[src/rtl/uart_tx_frame.sv]
// Parametrised UART transmitter: start, DATA_BITS LSB first, optional parity, stop.
// Define UART_TX_FIFO_EN to place a FIFO_DEPTH-entry input FIFO ahead of the FSM.
module uart_tx_frame #(
  parameter int CLOCK_FREQUENCY = 10_000_000,
  parameter int BAUD_RATE = 115200,
  parameter int DATA_BITS = 8,
  parameter int PARITY = 0,
  parameter int STOP_BITS = 1,
  parameter int FIFO_DEPTH = 4
) (
  input  logic       clockIN,
  input  logic       resetIN,
  input  logic [8:0] txDataIN,
  input  logic       txValidIN,
  output logic       txReadyOUT,
  output logic       txBusyOUT,
  output logic       txOUT
);

  localparam int BAUD_DIV = CLOCK_FREQUENCY / BAUD_RATE;
  localparam int CW = $clog2(BAUD_DIV);
  localparam int BW = $clog2(DATA_BITS);
  localparam logic [CW-1:0] RELOAD = CW'(BAUD_DIV - 1);
  localparam logic [BW-1:0] LASTDATA = BW'(DATA_BITS - 1);
  localparam logic [BW-1:0] LASTSTOP = BW'(STOP_BITS - 1);

  typedef enum logic [2:0] {
    IDLE, START, DATA, PAR, STOP
  } state_t;

  state_t state;
  state_t stateNext;

  logic [CW-1:0] tickCnt;
  logic tick;
  logic [BW-1:0] bitIdx;
  logic [DATA_BITS-1:0] shiftData;
  logic parityBit;
  logic startReq;
  logic [DATA_BITS-1:0] startData;
  logic push;
  logic unusedHi;

  // Payload bits above DATA_BITS are ignored by design.
  assign unusedHi = ^txDataIN;
  assign tick = (tickCnt == '0);

`ifdef UART_TX_FIFO_EN
  localparam int AW = $clog2(FIFO_DEPTH);
  localparam logic [AW:0] FULLCNT = (AW+1)'(FIFO_DEPTH);

  logic [DATA_BITS-1:0] mem [FIFO_DEPTH];
  logic [AW-1:0] wrPtr;
  logic [AW-1:0] rdPtr;
  logic [AW:0] count;
  logic full;
  logic empty;
  logic pop;

  assign full = (count == FULLCNT);
  assign empty = (count == '0);
  assign txReadyOUT = !full && !resetIN;
  assign push = txValidIN && txReadyOUT;
  assign pop = (state == IDLE) && !empty;
  assign startReq = pop;
  assign startData = mem[rdPtr];
  assign txBusyOUT = (state != IDLE) || !empty;

  always_ff @(posedge clockIN) begin
    if (push) mem[wrPtr] <= txDataIN[DATA_BITS-1:0];
  end

  always_ff @(posedge clockIN or posedge resetIN) begin
    if (resetIN) begin
      wrPtr <= '0;
      rdPtr <= '0;
      count <= '0;
    end else begin
      if (push) wrPtr <= wrPtr + 1'b1;
      if (pop) rdPtr <= rdPtr + 1'b1;
      case ({push, pop})
        2'b10: count <= count + 1'b1;
        2'b01: count <= count - 1'b1;
        default: count <= count;
      endcase
    end
  end
`else
  localparam int unusedDepth = FIFO_DEPTH;

  assign txReadyOUT = (state == IDLE) && !resetIN;
  assign push = txValidIN && txReadyOUT;
  assign startReq = push;
  assign startData = txDataIN[DATA_BITS-1:0];
  assign txBusyOUT = (state != IDLE);
`endif

  always_ff @(posedge clockIN or posedge resetIN) begin
    if (resetIN) state <= IDLE;
    else state <= stateNext;
  end

  always_comb begin
    stateNext = state;
    unique case (state)
      IDLE: if (startReq) stateNext = START;
      START: if (tick) stateNext = DATA;
      DATA: begin
        if (tick && bitIdx == LASTDATA)
          stateNext = (PARITY != 0) ? PAR : STOP;
      end
      PAR: if (tick) stateNext = STOP;
      STOP: begin
        if (tick && bitIdx == LASTSTOP)
          stateNext = IDLE;
      end
      default: stateNext = IDLE;
    endcase
  end

  // Bit index restarts whenever the state changes, so it serves DATA and STOP.
  always_ff @(posedge clockIN or posedge resetIN) begin
    if (resetIN) begin
      tickCnt <= '0;
      bitIdx <= '0;
      shiftData <= '0;
      parityBit <= 1'b0;
    end else if (state == IDLE) begin
      tickCnt <= startReq ? RELOAD : '0;
      bitIdx <= '0;
      if (startReq) begin
        shiftData <= startData;
        parityBit <= (PARITY == 1) ? ~^startData : ^startData;
      end
    end else begin
      tickCnt <= tick ? RELOAD : tickCnt - 1'b1;
      if (tick) begin
        bitIdx <= (stateNext != state) ? '0 : bitIdx + 1'b1;
        if (state == DATA) shiftData <= shiftData >> 1;
      end
    end
  end

  always_comb begin
    txOUT = 1'b1;
    unique case (state)
      START: txOUT = 1'b0;
      DATA: txOUT = shiftData[0];
      PAR: txOUT = parityBit;
      default: txOUT = 1'b1;
    endcase
  end

endmodule
[config.mk]
export PLATFORM = sky130hd
export DESIGN_NAME = uart_tx_frame
export DESIGN_NICKNAME = d
export VERILOG_FILES = /design/src/rtl/uart_tx_frame.sv
export SDC_FILE = /design/constraint.sdc
export NUM_CORES = 1
export LEC_CHECK = 0
export CORE_MARGIN = 2
export CORE_UTILIZATION = 57
export CTS_BUF_LIST = sky130_fd_sc_hd__clkbuf_2
export CTS_CLUSTER_SIZE = 28
export DETAILED_ROUTE_END_ITERATION = 6
export GPL_ROUTABILITY_DRIVEN = 0
export GPL_TIMING_DRIVEN = 0
export PLACE_DENSITY = 0.88
export SETUP_SLACK_MARGIN = 0.02
export SYNTH_ARGS = -nofsm -noshare
export SYNTH_HDL_FRONTEND = slang
export SYNTH_SLANG_ARGS = --single-unit
export TNS_END_PERCENT = 10
[constraint.sdc]
create_clock -name clockIN -period 2.1 [get_ports clockIN]
set_clock_uncertainty 0.1 [all_clocks]
set_input_delay 0.42 -clock clockIN [delete_from_list [all_inputs] [get_ports clockIN]]
set_output_delay 0.42 -clock clockIN [all_outputs]
set_load 0.005 [all_outputs]
# Word level (Yosys, flattened, before mapping)
# Index checks and enable logic that the tools add are counted.
[totals]
ff_bits = 22
input_bits = 12
elab_cells = 45
[op_classes]
add_sub_neg = 2
n_eq_ne = 7
mux = 17
n_reduce_logical = 14
[op_table]
columns = ["cell", "count"]
rows = [
  ["$mux 8", 4],
  ["$mux 3", 8],
  ["$mux 7", 3],
  ["$pmux 3 s5", 1],
  ["$reduce_xor 8->1", 1],
  ["$logic_not 7->1", 1],
  ["$sub 7x1->7 const B", 1],
  ["$eq 3x2->1 const B", 2],
  ["$eq 3x3->1 const B", 2],
  ["$logic_not 3->1", 2],
  ["$logic_and 1x1->1", 4],
  ["$reduce_bool 2->1", 2],
  ["$add 3x1->3 const B", 1],
  ["$eq 3x1->1 const B", 1],
  ["$ne 3x3->1", 1],
  ["$pmux 1 s3", 1],
  ["$reduce_and 3->1", 1],
  ["$reduce_bool 3->1", 1],
  ["$ne 2x2->1 const B", 1],
  ["$reduce_and 2->1", 1],
  ["$logic_not 1->1", 1],
]

# Depth between registers and ports, before layout
[depth]
depth_word = 9
mapped_depth = 6
ltp_nobuf = 6

# Worst setup path before layout
# No wires, ideal clock.
[synth_timing]
kind = "reg2reg"
from = "register tickCnt[0]"
to = "register shiftData[0]"
setup_ns = 0.125
arrival_ns = 1.578
setup_slack_ns = 0.297
stages_incl_launch_ff = 7
path_buffers = 0
synth_period_minus_slack_ns = 1.803
cell_sequence = "dfrtp_1 inv_1 ha_1 nor4b_2 a31oi_1 nor3_4 mux2_2"
[synth_via]
elab_chain_cells = 3
[synth_rtl]
columns = ["element", "line", "rtl"]
rows = [
  ["start, declared", "34", "logic [CW-1:0] tickCnt;"],
  ["start signal, assigned", "129", "tickCnt <= startReq ? RELOAD : '0;"],
  ["start signal, assigned", "136", "tickCnt <= tick ? RELOAD : tickCnt - 1'b1;"],
  ["$logic_not 7->1", "46", "assign tick = (tickCnt == '0);"],
  ["$reduce_bool 2->1 (no source line)", "n/a", ""],
  ["$reduce_and 3->1 (no source line)", "n/a", ""],
  ["end signal, assigned", "132", "shiftData <= startData;"],
  ["end signal, assigned", "139", "if (state == DATA) shiftData <= shiftData >> 1;"],
  ["end, declared", "37", "logic [DATA_BITS-1:0] shiftData;"],
]
# No other way between the ends.
# A chain may end at the register's enable or synchronous reset.

# Final worst setup path
[layout_timing]
from = "register state[1]"
to = "output port txReadyOUT"
[layout_via]
elab_chain_cells = 2
[layout_rtl]
columns = ["element", "line", "rtl"]
rows = [
  ["start, declared", "31", "state_t state;"],
  ["start signal, assigned", "100", "else state <= stateNext;"],
  ["$logic_not 3->1", "91", "assign txReadyOUT = (state == IDLE) && !resetIN;"],
  ["$logic_and 1x1->1", "91", ""],
  ["end, declared", "15", "output logic txReadyOUT,"],
]
# No other way between the ends.

==> key figures <==
CTS
  – Clk root buf: clkbuf_2
  – Clk buf depth: 2
  – Worst-path clk slew: 0.19 ns
  – CTS Sinks: 22
  – H-tree depth: 1
  – CTS Buf Count: 3
  – CTS tree: built
  – Worst-skew pair later-pin latency: 0.33 ns

STA
  – Final Hold Slack: 0.414 ns
  – Minimum clock period: 2.03 ns
  – Setup ws final: 0.0675 ns
  – Fmax: 492 MHz
  – Max-slew violation count: 0
  – Fin crit share: 96.8%
  – RSZ-0062 raised after global routing: yes
  – Setup-failing EPs final: 0
  – Worst slew margin: 45.3%
  – Hold Vio Cnt, Final: 0
  – Slew @ Worst Pin: 0.819 ns

Worst setup path
  – Critical Path Stages: 6
  – R2R setup slack: 0.11 ns
  – Data required time of the worst path: 1.58 ns
  – Critical Path Max Stage Delay: 0.43 ns
  – Worst Setup Start Kind: flip-flop
  – R2r worst-path depth: 7
  – WS Path Type: reg -> out
  – Worst-path maximum fanout: 4
  – Slowest stage cell, crit path: dfrtp_1
  – Worst R2R Start: tickCnt[0]
  – CP Capture Type: output pin
  – Reg2reg end: shiftData[3]
  – Worst-path cell chain: buf_6 > nor3_4 > clkinv_2 > buf_6 > nor2_4 > buf_2
  – Crit path top cell by count: buf_6
  – Worst EP arrival: 1.51 ns
  – CP bufs+invs: 4
  – Worst path top cell family by delay: buffers and inverters

Detailed routing
  – Initial DRC Count: 19
  – Remaining DRCs: 0
  – Total number of vias: 1058
  – Drt via density: 6.12
  – Routed Antenna Nets: 0
  – Drt pass-1 iters: 4
  – Drt total wl: 2780 um
  – Wire per inst: 16.1 um

Power and ir drop
  – Leak pwr: 0.665 nW
  – Total Power: 1.83 mW
  – Power Density: 1170 nW/um^2
  – Max rail drop VDD: 0.687 mV

Yosys
  – Post-Syn Area: 1250 sq um
  – Area contributors post-synth: dfrtp_1, mux2_2, xnor2_1, ha_1, nor2_1
  – Dominant cell type by area after synthesis: dfrtp_1
  – Post-synthesis cell type count: 30
  – Syn_nets: 137
  – Dominant cell by count in the synthesized netlist: dfrtp_1
  – Sequential area share after synthesis: 44.0%
  – Syn Inst Count: 121
  – Ys Warns: 0
  – Ys flop type: dfrtp_1
  – Post-synth EDFFs: 0
  – Top-area cell type share of the netlist area: 44.0%
  – Fraction of registers with async set/reset: 100%
  – Commonest cells post-synth: dfrtp_1, mux2_2, nor2_1
  – Mean Syn Cell Area: 10.3 sq um
  – Seq cells post-synth: 22

GRT
  – Largest net degree at the start of global routing: 23
  – Initial antenna violation count: 0
  – Remaining global-route overflow: 0
  – Global-route wire length before repair: 4550 um
  – Vias in the first global route: 1033
  – GRT Util Overall: 24.2%

Worst hold path
  – WHS Endpoint: tickCnt[0]
  – HP Start: tickCnt[0]
  – Hold Crit Depth: 1
  – Worst hold path class: reg -> reg

Placement
  – Pre-CTS setup slack: -0.419 ns
  – Port buffer count: 13
  – Post-detail-place hpwl: 1760 um

Floorplanning
  – Starting Density: 61.9%
  – Number of cell rows: 16
  – Die area: 2590 sq um
  – Core area: 2020 sq um
  – Die Y-Extent: 50.9 um
  – IO Count: 15
  – Die width: 50.9 um

Run
  – Total of max-cap violations: 0

Layout
  – Number of nets in the layout: 164
  – Area Growth Syn to Fin: 24.9%
  – Share of cells above drive strength 1: 29.5%
  – Antenna cell count: 0
  – Final Util: 77.3%

Status
  – Status: complete, no violations
state kept, by name, indices dropped and copies added (netlist names):
name and flops:
shiftData 8, tickCnt 7, bitIdx 3, state 3, parityBit 1
placed cells by master (no fill, tap or decap), types with 2 or more instances in the layout:
| cell type | count |
|---|---|
| nor2b_1 | 2 |
| clkbuf_2 | 4 |
| nor2_1 | 11 |
| a31oi_1 | 6 |
| nand2_1 | 7 |
| nand4_1 | 3 |
| nand2b_1 | 2 |
| buf_2 | 2 |
| dfrtp_1 | 22 |
| inv_1 | 7 |
| xnor2_1 | 8 |
| ha_1 | 3 |
| o21ai_0 | 4 |
| buf_6 | 3 |
| nor3_4 | 3 |
| clkdlybuf4s50_1 | 10 |
| a21boi_0 | 2 |
| buf_4 | 8 |
| a21oi_1 | 6 |
| mux2_2 | 14 |
where the power goes:
part	switching [mW]	internal, mW	leakage [nW]
logic	0.429	0.485	0.384
registers	0.157	0.599	0.269
clock network	0.126	0.0389	0.0125
total	0.712	1.12	0.665
worst max path at each step:
stage | from | end
2_1_floorplan | tickCnt[0] | shiftData[0]
3_3_place_gp | state[1] | txReadyOUT
3_5_place_dp | state[1] | txReadyOUT
4_1_cts | state[1] | txOUT
5_1_grt | tickCnt[0] | shiftData[4]
6_report | state[1] | txReadyOUT
worst register-to-register path, cell delays in order (launching register included):
cell and delay, ns:
dfrtp_1 0.43, inv_1 0.06, ha_2 0.20, nor4b_4 0.24
a31oi_2 0.16, nor3_4 0.24, buf_12 0.15, mux2_2 0.33
kinds of logic after synthesis:
family	after synthesis	synth area share (%)
AND/OR/NAND/NOR	36	17.8
flip-flops	22	44.0
buffers and inverters	12	3.80
multiplexers	14	12.6
AO/OA/AOI/OAI	24	11.5
XOR/XNOR	9	6.30
adder cells (fa/ha/maj)	4	4.00
metal layers:
layer | up-vias | global-route usage, % | share of wire [%]
li1 | 478 | - | -
met1 | 514 | 28.5 | 39
met2 | 51 | 42.3 | 52
met3 | 15 | 3.51 | 5.5
met4 | 0 | 13.1 | 3.5
met5 | - | 0 | 0
through the flow:
step | instances | setup TNS (ns) | area [sq um]
2_1_floorplan | 121 | 0 | 1250
5_1_grt | 173 | -0.134 | 1560
6_report | 173 | 0 | 1560
4_1_cts | 170 | 0 | 1510
3_5_place_dp | 161 | -2.16 | 1420
3_3_place_gp | 161 | -2.00 | 1420
cell type report:
class,instances,area (sq um)
timing repair buffer,22,199
buffer,4,43.8
multi-input combinational,87,689
tap,27,33.8
sequential,22,551
fill,126,459
inverter,8,31.3
clock buffer,3,15.0
repair_timing:
| item | in CTS | in global routing |
|---|---|---|
| gates resized for setup | 20 | 12 |
| hold buffers | 0 | 0 |
| setup buffers | 6 | 3 |
| endpoints found under the setup margin | 3 | 10 |
| hold endpoints to repair | 0 | 0 |
| pin swaps | 1 | 3 |
(Power assumes the default switching activity.)
